--- config.mk ---
export PLATFORM = sky130hd
export DESIGN_NAME = data_cache_ctrl_flat
export DESIGN_NICKNAME = d
export VERILOG_FILES = /design/src/rtl/data_cache_ctrl_if.sv /design/src/rtl/data_cache_ctrl.sv /design/src/flat_wrapper.sv
export SDC_FILE = /design/constraint.sdc
export NUM_CORES = 1
export LEC_CHECK = 0
export BUFFER_PORTS_ARGS = -buffer_cell sky130_fd_sc_hd__buf_2
export CAP_MARGIN = 20
export CORE_AREA = 2 2 117 119
export CTS_BUF_LIST = sky130_fd_sc_hd__clkbuf_4
export DETAILED_ROUTE_END_ITERATION = 16
export DIE_AREA = 0 0 119 121
export SLEW_MARGIN = 20
export SYNTH_ARGS = -nofsm -noshare
export SYNTH_HDL_FRONTEND = slang
export SYNTH_SLANG_ARGS = --single-unit
--- constraint.sdc ---
create_clock -name clk -period 2.6 [get_ports clk]
set_input_delay 0.26 -clock clk [delete_from_list [all_inputs] [get_ports clk]]
set_output_delay 0.26 -clock clk [all_outputs]
set_load 0.02 [all_outputs]
--- src/rtl/data_cache_ctrl_if.sv ---
// Bundle of request, flush, DDR burst and cache-array signals around data_cache_ctrl.
// slave is the controller side; master is the side that drives requests and DDR beats.
interface data_cache_ctrl_if #(
  parameter int DATA_CACHE_DEPTH = 16,
  parameter int DATA_WIDTH       = 16,
  parameter int ADDR_WIDTH_MEM   = 16,
  parameter int DDR_ADDR_WIDTH   = 28
) ();
  localparam int IDX_W = $clog2(DATA_CACHE_DEPTH);

  logic                      req_valid;
  logic                      req_wr;
  logic [ADDR_WIDTH_MEM-1:0] req_addr;
  logic                      req_ready;
  logic                      req_done;
  logic [IDX_W-1:0]          cache_idx;
  logic                      flush_req;
  logic                      flush_done;
  logic [ADDR_WIDTH_MEM-1:0] tag_data;
  logic                      tag_valid;
  logic                      dirty;
  logic                      busy;
  logic                      ddr_rd_req;
  logic [DDR_ADDR_WIDTH-1:0] ddr_rd_addr;
  logic                      ddr_rd_valid;
  logic [DATA_WIDTH-1:0]     ddr_rd_data;
  logic                      cache_wr_en;
  logic [IDX_W-1:0]          cache_wr_addr;
  logic [DATA_WIDTH-1:0]     cache_wr_data;
  logic                      ddr_wr_req;
  logic [DDR_ADDR_WIDTH-1:0] ddr_wr_addr;
  logic                      ddr_wr_valid;
  logic                      ddr_wr_ready;
  logic [DATA_WIDTH-1:0]     ddr_wr_data;
  logic [IDX_W-1:0]          cache_rd_addr;
  logic [DATA_WIDTH-1:0]     cache_rd_data;

  modport slave (
    input  req_valid, req_wr, req_addr, flush_req,
    input  ddr_rd_valid, ddr_rd_data, ddr_wr_ready, cache_rd_data,
    output req_ready, req_done, cache_idx, flush_done,
    output tag_data, tag_valid, dirty, busy,
    output ddr_rd_req, ddr_rd_addr, cache_wr_en, cache_wr_addr, cache_wr_data,
    output ddr_wr_req, ddr_wr_addr, ddr_wr_valid, ddr_wr_data, cache_rd_addr
  );

  modport master (
    output req_valid, req_wr, req_addr, flush_req,
    output ddr_rd_valid, ddr_rd_data, ddr_wr_ready, cache_rd_data,
    input  req_ready, req_done, cache_idx, flush_done,
    input  tag_data, tag_valid, dirty, busy,
    input  ddr_rd_req, ddr_rd_addr, cache_wr_en, cache_wr_addr, cache_wr_data,
    input  ddr_wr_req, ddr_wr_addr, ddr_wr_valid, ddr_wr_data, cache_rd_addr
  );
endinterface

--- src/rtl/data_cache_ctrl.sv ---
// Single-line data cache controller: hit/miss lookup, dirty writeback burst and
// refill burst to DDR, plus an explicit flush that writes back and invalidates.
module data_cache_ctrl #(
  parameter int DATA_CACHE_DEPTH = 16,
  parameter int DATA_WIDTH       = 16,
  parameter int ADDR_WIDTH_MEM   = 16,
  parameter int DDR_ADDR_WIDTH   = 28
) (
  input logic               clk,
  input logic               rst,
  data_cache_ctrl_if.slave  bus
);
  localparam int IDX_W = $clog2(DATA_CACHE_DEPTH);
  localparam logic [IDX_W-1:0] LAST_BEAT = IDX_W'(DATA_CACHE_DEPTH - 1);
  localparam logic [ADDR_WIDTH_MEM-1:0] LINE_MASK = ~ADDR_WIDTH_MEM'(DATA_CACHE_DEPTH - 1);
  localparam logic [DATA_WIDTH-1:0] ZERO_DATA = '0;

  typedef enum logic [2:0] {IDLE, LOOKUP, WB_REQ, WB_DATA, FILL_REQ, FILL_DATA} state_t;

  state_t                    state_reg, state_next;
  logic [ADDR_WIDTH_MEM-1:0] req_addr_reg, req_addr_next;
  logic                      req_wr_reg, req_wr_next;
  logic [ADDR_WIDTH_MEM-1:0] new_tag_reg, new_tag_next;
  logic [ADDR_WIDTH_MEM-1:0] tag_data_reg, tag_data_next;
  logic                      tag_valid_reg, tag_valid_next;
  logic                      dirty_reg, dirty_next;
  logic [IDX_W-1:0]          wb_cnt_reg, wb_cnt_next;
  logic [IDX_W-1:0]          fill_cnt_reg, fill_cnt_next;
  logic                      flush_pending_reg, flush_pending_next;
  logic                      flush_done_reg, flush_done_next;
  logic                      req_ready_reg, req_ready_next;

  logic req_done, ddr_rd_req, ddr_wr_req, ddr_wr_valid, cache_wr_en, hit;
  logic [ADDR_WIDTH_MEM:0] addr_ext, tag_ext;

  // One extra bit so a line at the top of the address space cannot wrap into a false hit.
  assign addr_ext = {1'b0, req_addr_reg};
  assign tag_ext  = {1'b0, tag_data_reg};
  assign hit = tag_valid_reg && (addr_ext >= tag_ext) &&
               (addr_ext < tag_ext + (ADDR_WIDTH_MEM + 1)'(DATA_CACHE_DEPTH));

  always_comb begin
    state_next         = state_reg;
    req_addr_next      = req_addr_reg;
    req_wr_next        = req_wr_reg;
    new_tag_next       = new_tag_reg;
    tag_data_next      = tag_data_reg;
    tag_valid_next     = tag_valid_reg;
    dirty_next         = dirty_reg;
    wb_cnt_next        = wb_cnt_reg;
    fill_cnt_next      = fill_cnt_reg;
    flush_pending_next = flush_pending_reg;
    flush_done_next    = 1'b0;
    req_done           = 1'b0;
    ddr_rd_req         = 1'b0;
    ddr_wr_req         = 1'b0;
    ddr_wr_valid       = 1'b0;
    cache_wr_en        = 1'b0;
    case (state_reg)
      IDLE: begin
        if (req_ready_reg) begin
          if (bus.flush_req) begin
            if (dirty_reg) begin
              flush_pending_next = 1'b1;
              state_next         = WB_REQ;
            end else begin
              tag_valid_next  = 1'b0;
              flush_done_next = 1'b1;
            end
          end else if (bus.req_valid) begin
            req_addr_next = bus.req_addr;
            req_wr_next   = bus.req_wr;
            state_next    = LOOKUP;
          end
        end
      end
      LOOKUP: begin
        if (hit) begin
          req_done   = 1'b1;
          state_next = IDLE;
          if (req_wr_reg) dirty_next = 1'b1;
        end else begin
          new_tag_next       = req_addr_reg & LINE_MASK;
          flush_pending_next = 1'b0;
          state_next         = dirty_reg ? WB_REQ : FILL_REQ;
        end
      end
      WB_REQ: begin
        ddr_wr_req  = 1'b1;
        wb_cnt_next = '0;
        state_next  = WB_DATA;
      end
      WB_DATA: begin
        ddr_wr_valid = 1'b1;
        if (bus.ddr_wr_ready) begin
          wb_cnt_next = wb_cnt_reg + 1'b1;
          if (wb_cnt_reg == LAST_BEAT) begin
            dirty_next = 1'b0;
            if (flush_pending_reg) begin
              tag_valid_next     = 1'b0;
              flush_done_next    = 1'b1;
              flush_pending_next = 1'b0;
              state_next         = IDLE;
            end else begin
              state_next = FILL_REQ;
            end
          end
        end
      end
      FILL_REQ: begin
        ddr_rd_req    = 1'b1;
        fill_cnt_next = '0;
        state_next    = FILL_DATA;
      end
      FILL_DATA: begin
        if (bus.ddr_rd_valid) begin
          cache_wr_en   = 1'b1;
          fill_cnt_next = fill_cnt_reg + 1'b1;
          // Back to LOOKUP rather than IDLE: the refilled line now holds the request.
          if (fill_cnt_reg == LAST_BEAT) begin
            tag_data_next  = new_tag_reg;
            tag_valid_next = 1'b1;
            dirty_next     = 1'b0;
            state_next     = LOOKUP;
          end
        end
      end
      default: state_next = IDLE;
    endcase
    req_ready_next = (state_next == IDLE);
  end

  always_ff @(posedge clk or negedge rst) begin
    if (!rst) begin
      state_reg         <= IDLE;
      req_addr_reg      <= '0;
      req_wr_reg        <= 1'b0;
      new_tag_reg       <= '0;
      tag_data_reg      <= '0;
      tag_valid_reg     <= 1'b0;
      dirty_reg         <= 1'b0;
      wb_cnt_reg        <= '0;
      fill_cnt_reg      <= '0;
      flush_pending_reg <= 1'b0;
      flush_done_reg    <= 1'b0;
      req_ready_reg     <= 1'b0;
    end else begin
      state_reg         <= state_next;
      req_addr_reg      <= req_addr_next;
      req_wr_reg        <= req_wr_next;
      new_tag_reg       <= new_tag_next;
      tag_data_reg      <= tag_data_next;
      tag_valid_reg     <= tag_valid_next;
      dirty_reg         <= dirty_next;
      wb_cnt_reg        <= wb_cnt_next;
      fill_cnt_reg      <= fill_cnt_next;
      flush_pending_reg <= flush_pending_next;
      flush_done_reg    <= flush_done_next;
      req_ready_reg     <= req_ready_next;
    end
  end

  // Data outputs are gated so nothing from the DDR or cache inputs leaks out while idle or in reset.
  assign bus.req_ready     = req_ready_reg;
  assign bus.req_done      = req_done;
  assign bus.cache_idx     = IDX_W'(req_addr_reg - tag_data_reg);
  assign bus.flush_done    = flush_done_reg;
  assign bus.tag_data      = tag_data_reg;
  assign bus.tag_valid     = tag_valid_reg;
  assign bus.dirty         = dirty_reg;
  assign bus.busy          = (state_reg != IDLE);
  assign bus.ddr_rd_req    = ddr_rd_req;
  assign bus.ddr_rd_addr   = DDR_ADDR_WIDTH'(new_tag_reg) << 3;
  assign bus.cache_wr_en   = cache_wr_en;
  assign bus.cache_wr_addr = fill_cnt_reg;
  assign bus.cache_wr_data = cache_wr_en ? bus.ddr_rd_data : ZERO_DATA;
  assign bus.ddr_wr_req    = ddr_wr_req;
  assign bus.ddr_wr_addr   = DDR_ADDR_WIDTH'(tag_data_reg) << 3;
  assign bus.ddr_wr_valid  = ddr_wr_valid;
  assign bus.ddr_wr_data   = ddr_wr_valid ? bus.cache_rd_data : ZERO_DATA;
  assign bus.cache_rd_addr = wb_cnt_reg;
endmodule

--- src/flat_wrapper.sv ---
// flat-port wrapper written by rule: the top's interface ports become plain ports
module data_cache_ctrl_flat 
#(
  parameter int DATA_CACHE_DEPTH = 16,
  parameter int DATA_WIDTH       = 16,
  parameter int ADDR_WIDTH_MEM   = 16,
  parameter int DDR_ADDR_WIDTH   = 28
)
  (clk, rst, bus_req_valid, bus_req_wr, bus_req_addr, bus_flush_req, bus_ddr_rd_valid, bus_ddr_rd_data, bus_ddr_wr_ready, bus_cache_rd_data, bus_req_ready, bus_req_done, bus_cache_idx, bus_flush_done, bus_tag_data, bus_tag_valid, bus_dirty, bus_busy, bus_ddr_rd_req, bus_ddr_rd_addr, bus_cache_wr_en, bus_cache_wr_addr, bus_cache_wr_data, bus_ddr_wr_req, bus_ddr_wr_addr, bus_ddr_wr_valid, bus_ddr_wr_data, bus_cache_rd_addr);
  data_cache_ctrl_if #(.DATA_CACHE_DEPTH(DATA_CACHE_DEPTH), .DATA_WIDTH(DATA_WIDTH), .ADDR_WIDTH_MEM(ADDR_WIDTH_MEM), .DDR_ADDR_WIDTH(DDR_ADDR_WIDTH)) bus_i ();
  input logic clk;
  input logic rst;
  input wire logic [$bits(bus_i.req_valid)-1:0] bus_req_valid;
  input wire logic [$bits(bus_i.req_wr)-1:0] bus_req_wr;
  input wire logic [$bits(bus_i.req_addr)-1:0] bus_req_addr;
  input wire logic [$bits(bus_i.flush_req)-1:0] bus_flush_req;
  input wire logic [$bits(bus_i.ddr_rd_valid)-1:0] bus_ddr_rd_valid;
  input wire logic [$bits(bus_i.ddr_rd_data)-1:0] bus_ddr_rd_data;
  input wire logic [$bits(bus_i.ddr_wr_ready)-1:0] bus_ddr_wr_ready;
  input wire logic [$bits(bus_i.cache_rd_data)-1:0] bus_cache_rd_data;
  output wire logic [$bits(bus_i.req_ready)-1:0] bus_req_ready;
  output wire logic [$bits(bus_i.req_done)-1:0] bus_req_done;
  output wire logic [$bits(bus_i.cache_idx)-1:0] bus_cache_idx;
  output wire logic [$bits(bus_i.flush_done)-1:0] bus_flush_done;
  output wire logic [$bits(bus_i.tag_data)-1:0] bus_tag_data;
  output wire logic [$bits(bus_i.tag_valid)-1:0] bus_tag_valid;
  output wire logic [$bits(bus_i.dirty)-1:0] bus_dirty;
  output wire logic [$bits(bus_i.busy)-1:0] bus_busy;
  output wire logic [$bits(bus_i.ddr_rd_req)-1:0] bus_ddr_rd_req;
  output wire logic [$bits(bus_i.ddr_rd_addr)-1:0] bus_ddr_rd_addr;
  output wire logic [$bits(bus_i.cache_wr_en)-1:0] bus_cache_wr_en;
  output wire logic [$bits(bus_i.cache_wr_addr)-1:0] bus_cache_wr_addr;
  output wire logic [$bits(bus_i.cache_wr_data)-1:0] bus_cache_wr_data;
  output wire logic [$bits(bus_i.ddr_wr_req)-1:0] bus_ddr_wr_req;
  output wire logic [$bits(bus_i.ddr_wr_addr)-1:0] bus_ddr_wr_addr;
  output wire logic [$bits(bus_i.ddr_wr_valid)-1:0] bus_ddr_wr_valid;
  output wire logic [$bits(bus_i.ddr_wr_data)-1:0] bus_ddr_wr_data;
  output wire logic [$bits(bus_i.cache_rd_addr)-1:0] bus_cache_rd_addr;
  assign bus_i.req_valid = bus_req_valid;
  assign bus_i.req_wr = bus_req_wr;
  assign bus_i.req_addr = bus_req_addr;
  assign bus_i.flush_req = bus_flush_req;
  assign bus_i.ddr_rd_valid = bus_ddr_rd_valid;
  assign bus_i.ddr_rd_data = bus_ddr_rd_data;
  assign bus_i.ddr_wr_ready = bus_ddr_wr_ready;
  assign bus_i.cache_rd_data = bus_cache_rd_data;
  assign bus_req_ready = bus_i.req_ready;
  assign bus_req_done = bus_i.req_done;
  assign bus_cache_idx = bus_i.cache_idx;
  assign bus_flush_done = bus_i.flush_done;
  assign bus_tag_data = bus_i.tag_data;
  assign bus_tag_valid = bus_i.tag_valid;
  assign bus_dirty = bus_i.dirty;
  assign bus_busy = bus_i.busy;
  assign bus_ddr_rd_req = bus_i.ddr_rd_req;
  assign bus_ddr_rd_addr = bus_i.ddr_rd_addr;
  assign bus_cache_wr_en = bus_i.cache_wr_en;
  assign bus_cache_wr_addr = bus_i.cache_wr_addr;
  assign bus_cache_wr_data = bus_i.cache_wr_data;
  assign bus_ddr_wr_req = bus_i.ddr_wr_req;
  assign bus_ddr_wr_addr = bus_i.ddr_wr_addr;
  assign bus_ddr_wr_valid = bus_i.ddr_wr_valid;
  assign bus_ddr_wr_data = bus_i.ddr_wr_data;
  assign bus_cache_rd_addr = bus_i.cache_rd_addr;
  data_cache_ctrl #(.DATA_CACHE_DEPTH(DATA_CACHE_DEPTH), .DATA_WIDTH(DATA_WIDTH), .ADDR_WIDTH_MEM(ADDR_WIDTH_MEM), .DDR_ADDR_WIDTH(DDR_ADDR_WIDTH)) u_core (.clk(clk), .rst(rst), .bus(bus_i));
endmodule
==> results.cfg <==
[sta]
worst_slack_ns = -0.3136
finalCriticalPeriod_ns = 2.914
final-setup-viol-count = 16
finalHoldWorstSlack_ns = 0.06724
maxSlewViolCount = 0
relSlewSlack_pct = 51.91
grt_setup_unrepaired = yes
worst-slew-pin-transition_ns = 0.7213
hold_viol_final = 0
max_freq_ghz = 0.3432
skew_ns = 0.01474
period_share_pct = 112.1

[route]
first_pass_iters = 4
drtAntennaViolNets = 0
drt-wirelength-per-cell_microns = 14.15
drt_wl_total_microns = 10250
vias_per_cell = 4.532
vias = 3281
drc = 0
drt_iter0_drc = 87

[global_route]
grt_overflow_total = 0
grt_pass1_vias = 3276
grt_max_degree = 58
grt_pass1_wl_microns = 16190
antenna_found_initial = 1
grt.total_usage_pct = 14.27

[placement]
post_dp_cell_area_sq_um = 4594
dp_hpwl_microns = 7597
portBuffers = 144
dp_cells = 697
place_congestion = 0.8663

[logic_synthesis]
ys.flop_type = dfrtp_1
synth_area_sq_um = 3845
syn_inst = 394
synth_area_per_cell_sq_um = 9.759
ys_warn_count = 0
synthTopCellsByArea = dfrtp_1 (37%), buf_4 (10%), ha_1 (9.1%)
synth_seq_area_share_pct = 37.10
ys_async_sr_fraction_pct = 100.0
yosys.area.top_type = dfrtp_1
synth_enable_flop_cells = 0
synth.distinct_cells = 47
synth_top_area_share_pct = 37.10
ys_ff_latch = 57

[cells_and_area]
final_common_cell = buf_2
final_core_util_pct = 37.91
syn2layout_area_growth_pct = 29.03
stdcell_count = 724
fin_nets = 626
final_cell_mix = buf_2 (143), dfrtp_1 (52), conb_1 (36), nand2_1 (25), ha_1 (25)
n_fill_cell = 1318
fin_area_sq_um = 4961
largest_reg_flops = 16
layout-drive-gt1-share_pct = 45.16

[floorplan]
io_pins = 181
core_area_sq_um = 13090
fp.dieH_microns = 121
rows = 42
dieWidth_microns = 119
dieArea_sq_um = 14400
initial_core_util_pct = 29.38

[power_and_ir_drop]
intPower_mw = 2.714
clockPowerShare_pct = 12.6
finalPower_mw = 4.910
sw_frac_of_total_pct = 44.73
netSwitchingPower_mw = 2.196
ir_worst_vdd_v = 0.0003122
leakage_nw = 2.648
combPwrFrac_pct = 59.4
powerDensity_nw_per_um2 = 989.8
seqPwrFrac_pct = 28.0

[setup_path]
cp-end-kind = output port
crit_chain = nand3_4 -> xnor2_2 -> ha_1 -> a21o_1 -> a21oi_2 -> a21oi_1 -> o31a_2 -> nor3b_4 -> buf_6
critical_path_class = flop to output port
cpMaxStageDelayCell = dfrtp_2
path_max_fanout = 4
path_buf_inv = 1
start_kind = flop
cp.required_ns = 2.34
cpPeakStageDelay_ns = 0.46
crit_arrival_ns = 2.65
cp_top_family = compound AO/OA/AOI/OAI gates

[clock_network]
cts_sinks = 57
cts_tree = yes
cts_root_buf = clkbuf_4
numCtsBuffers = 9
cts_max_level = 3
clockBufferDepth = 2
insertion_delay_ns = 0.42
clk_pin_slew_ns = 0.10

[run_status]
violations = setup timing
status = complete, but fails checks

[flow_run]
max-cap-violations = 0

[hold_path]
holdCritPathClass = input port to flop
cell usage after synthesis (all sizes together), types with 2 or more instances:
cell / count
dfrtp: 57
buf: 56
mux2: 29
ha: 28
nand2: 25
inv: 21
o21ai: 20
and3: 19
a21oi: 17
and2: 17
nor2: 16
clkbuf: 12
xnor2: 10
nand3: 8
nand4: 8
a21o: 7
nor3: 6
a22o: 5
nor2b: 4
nor4: 3
or3: 3
and4: 2
mux2i: 2
nand2b: 2
o22ai: 2
worst register-to-register path, stage by stage, from the launching register on:
cell	delay (ns)
dfrtp_2	0.46
nand3_4	0.14
xnor2_2	0.16
ha_1	0.33
a21o_1	0.19
a21oi_2	0.12
a21oi_1	0.07
o31a_2	0.36
buf_4	0.18
o21a_4	0.26
buf_4	0.16
a2111oi_4	0.21
power by group through the flow:
stage	clock (mW)	sequential, mW	combinational [mW]
floorplan	0	1.60	1.74
global placement	0	1.37	2.54
detailed placement	0	1.38	2.60
CTS	0.646	1.38	2.79
global route	0.678	1.42	3.19
finish	0.618	1.38	2.92
stage by stage:
stage / worst slack [ns] / TNS, ns
global placement: -0.01099 / -0.02179
global route: -0.4280 / -3.920
detailed placement: -0.05274 / -0.1446
finish: -0.3136 / -1.743
CTS: -0.2999 / -2.071
floorplan: 0.003566 / 0
area by class of cell:
cell class                 instances  area, sq um  area share, %
multi-input combinational        284         2165          43.63
sequential                        57         1433          28.88
timing repair buffer             170        935.9          18.87
tap                              176        220.2          4.439
inverter                          21        81.33          1.639
clock buffer                      10        75.07          1.513
clock inverter                     5        48.80         0.9836
antenna                            1        2.502        0.05044
per-layer routing:
layer  GRT usage, %  part of all wire [%]  up-vias  routed length [microns]
met5              0                     0        -                        0
met4          4.911                   1.4        0                      140
met3          3.524                   5.4       16                      556
met2          25.14                    51      119                     5241
met1          16.94                    42     1567                     4308
li1               -                     -     1579                        -
final timing paths:
check	slack (ns)	from	cells past startpoint	endpoint
setup / recovery	-0.31	u_core.bus.tag_data[5]$_DFFE_PN0P_	9	bus_req_done
min in group asynchronous	0.52	rst	3	u_core.req_addr_reg[6]$_DFFE_PN0P_
setup reg to reg	-0.14	u_core.bus.tag_data[5]$_DFFE_PN0P_	11	u_core.bus.req_ready$_DFF_PN0_
hold / removal	0.07	bus_req_addr[2]	2	u_core.req_addr_reg[2]$_DFFE_PN0P_
max in group asynchronous	1.57	rst	3	u_core.bus.tag_data[6]$_DFFE_PN0P_
hold reg to reg	0.50	u_core.req_addr_reg[4]$_DFFE_PN0P_	1	u_core.new_tag_reg[4]$_DFFE_PN0N_
logic make-up after synthesis:
family,after synthesis,share of synthesized area (%)
simple gates,116,16.73
buf+inv,89,14.22
mux,31,9.697
xor+xnor,11,2.506
flops,57,37.10
fa+ha+maj,28,9.112
compound gates,61,10.54
other cells,1,0.09753
what timing repair did:
item / 4_1_cts / 5_1_grt
setup buffers: 8 / 1
hold buffers: 1 / 0
hold endpoints to repair: 10 / 0
pin swaps: 9 / 17
resized for setup: 19 / 14
cloned: 1 / 0
setup endpoints to repair: 13 / 35
Power figures use the tool's default switching activity.
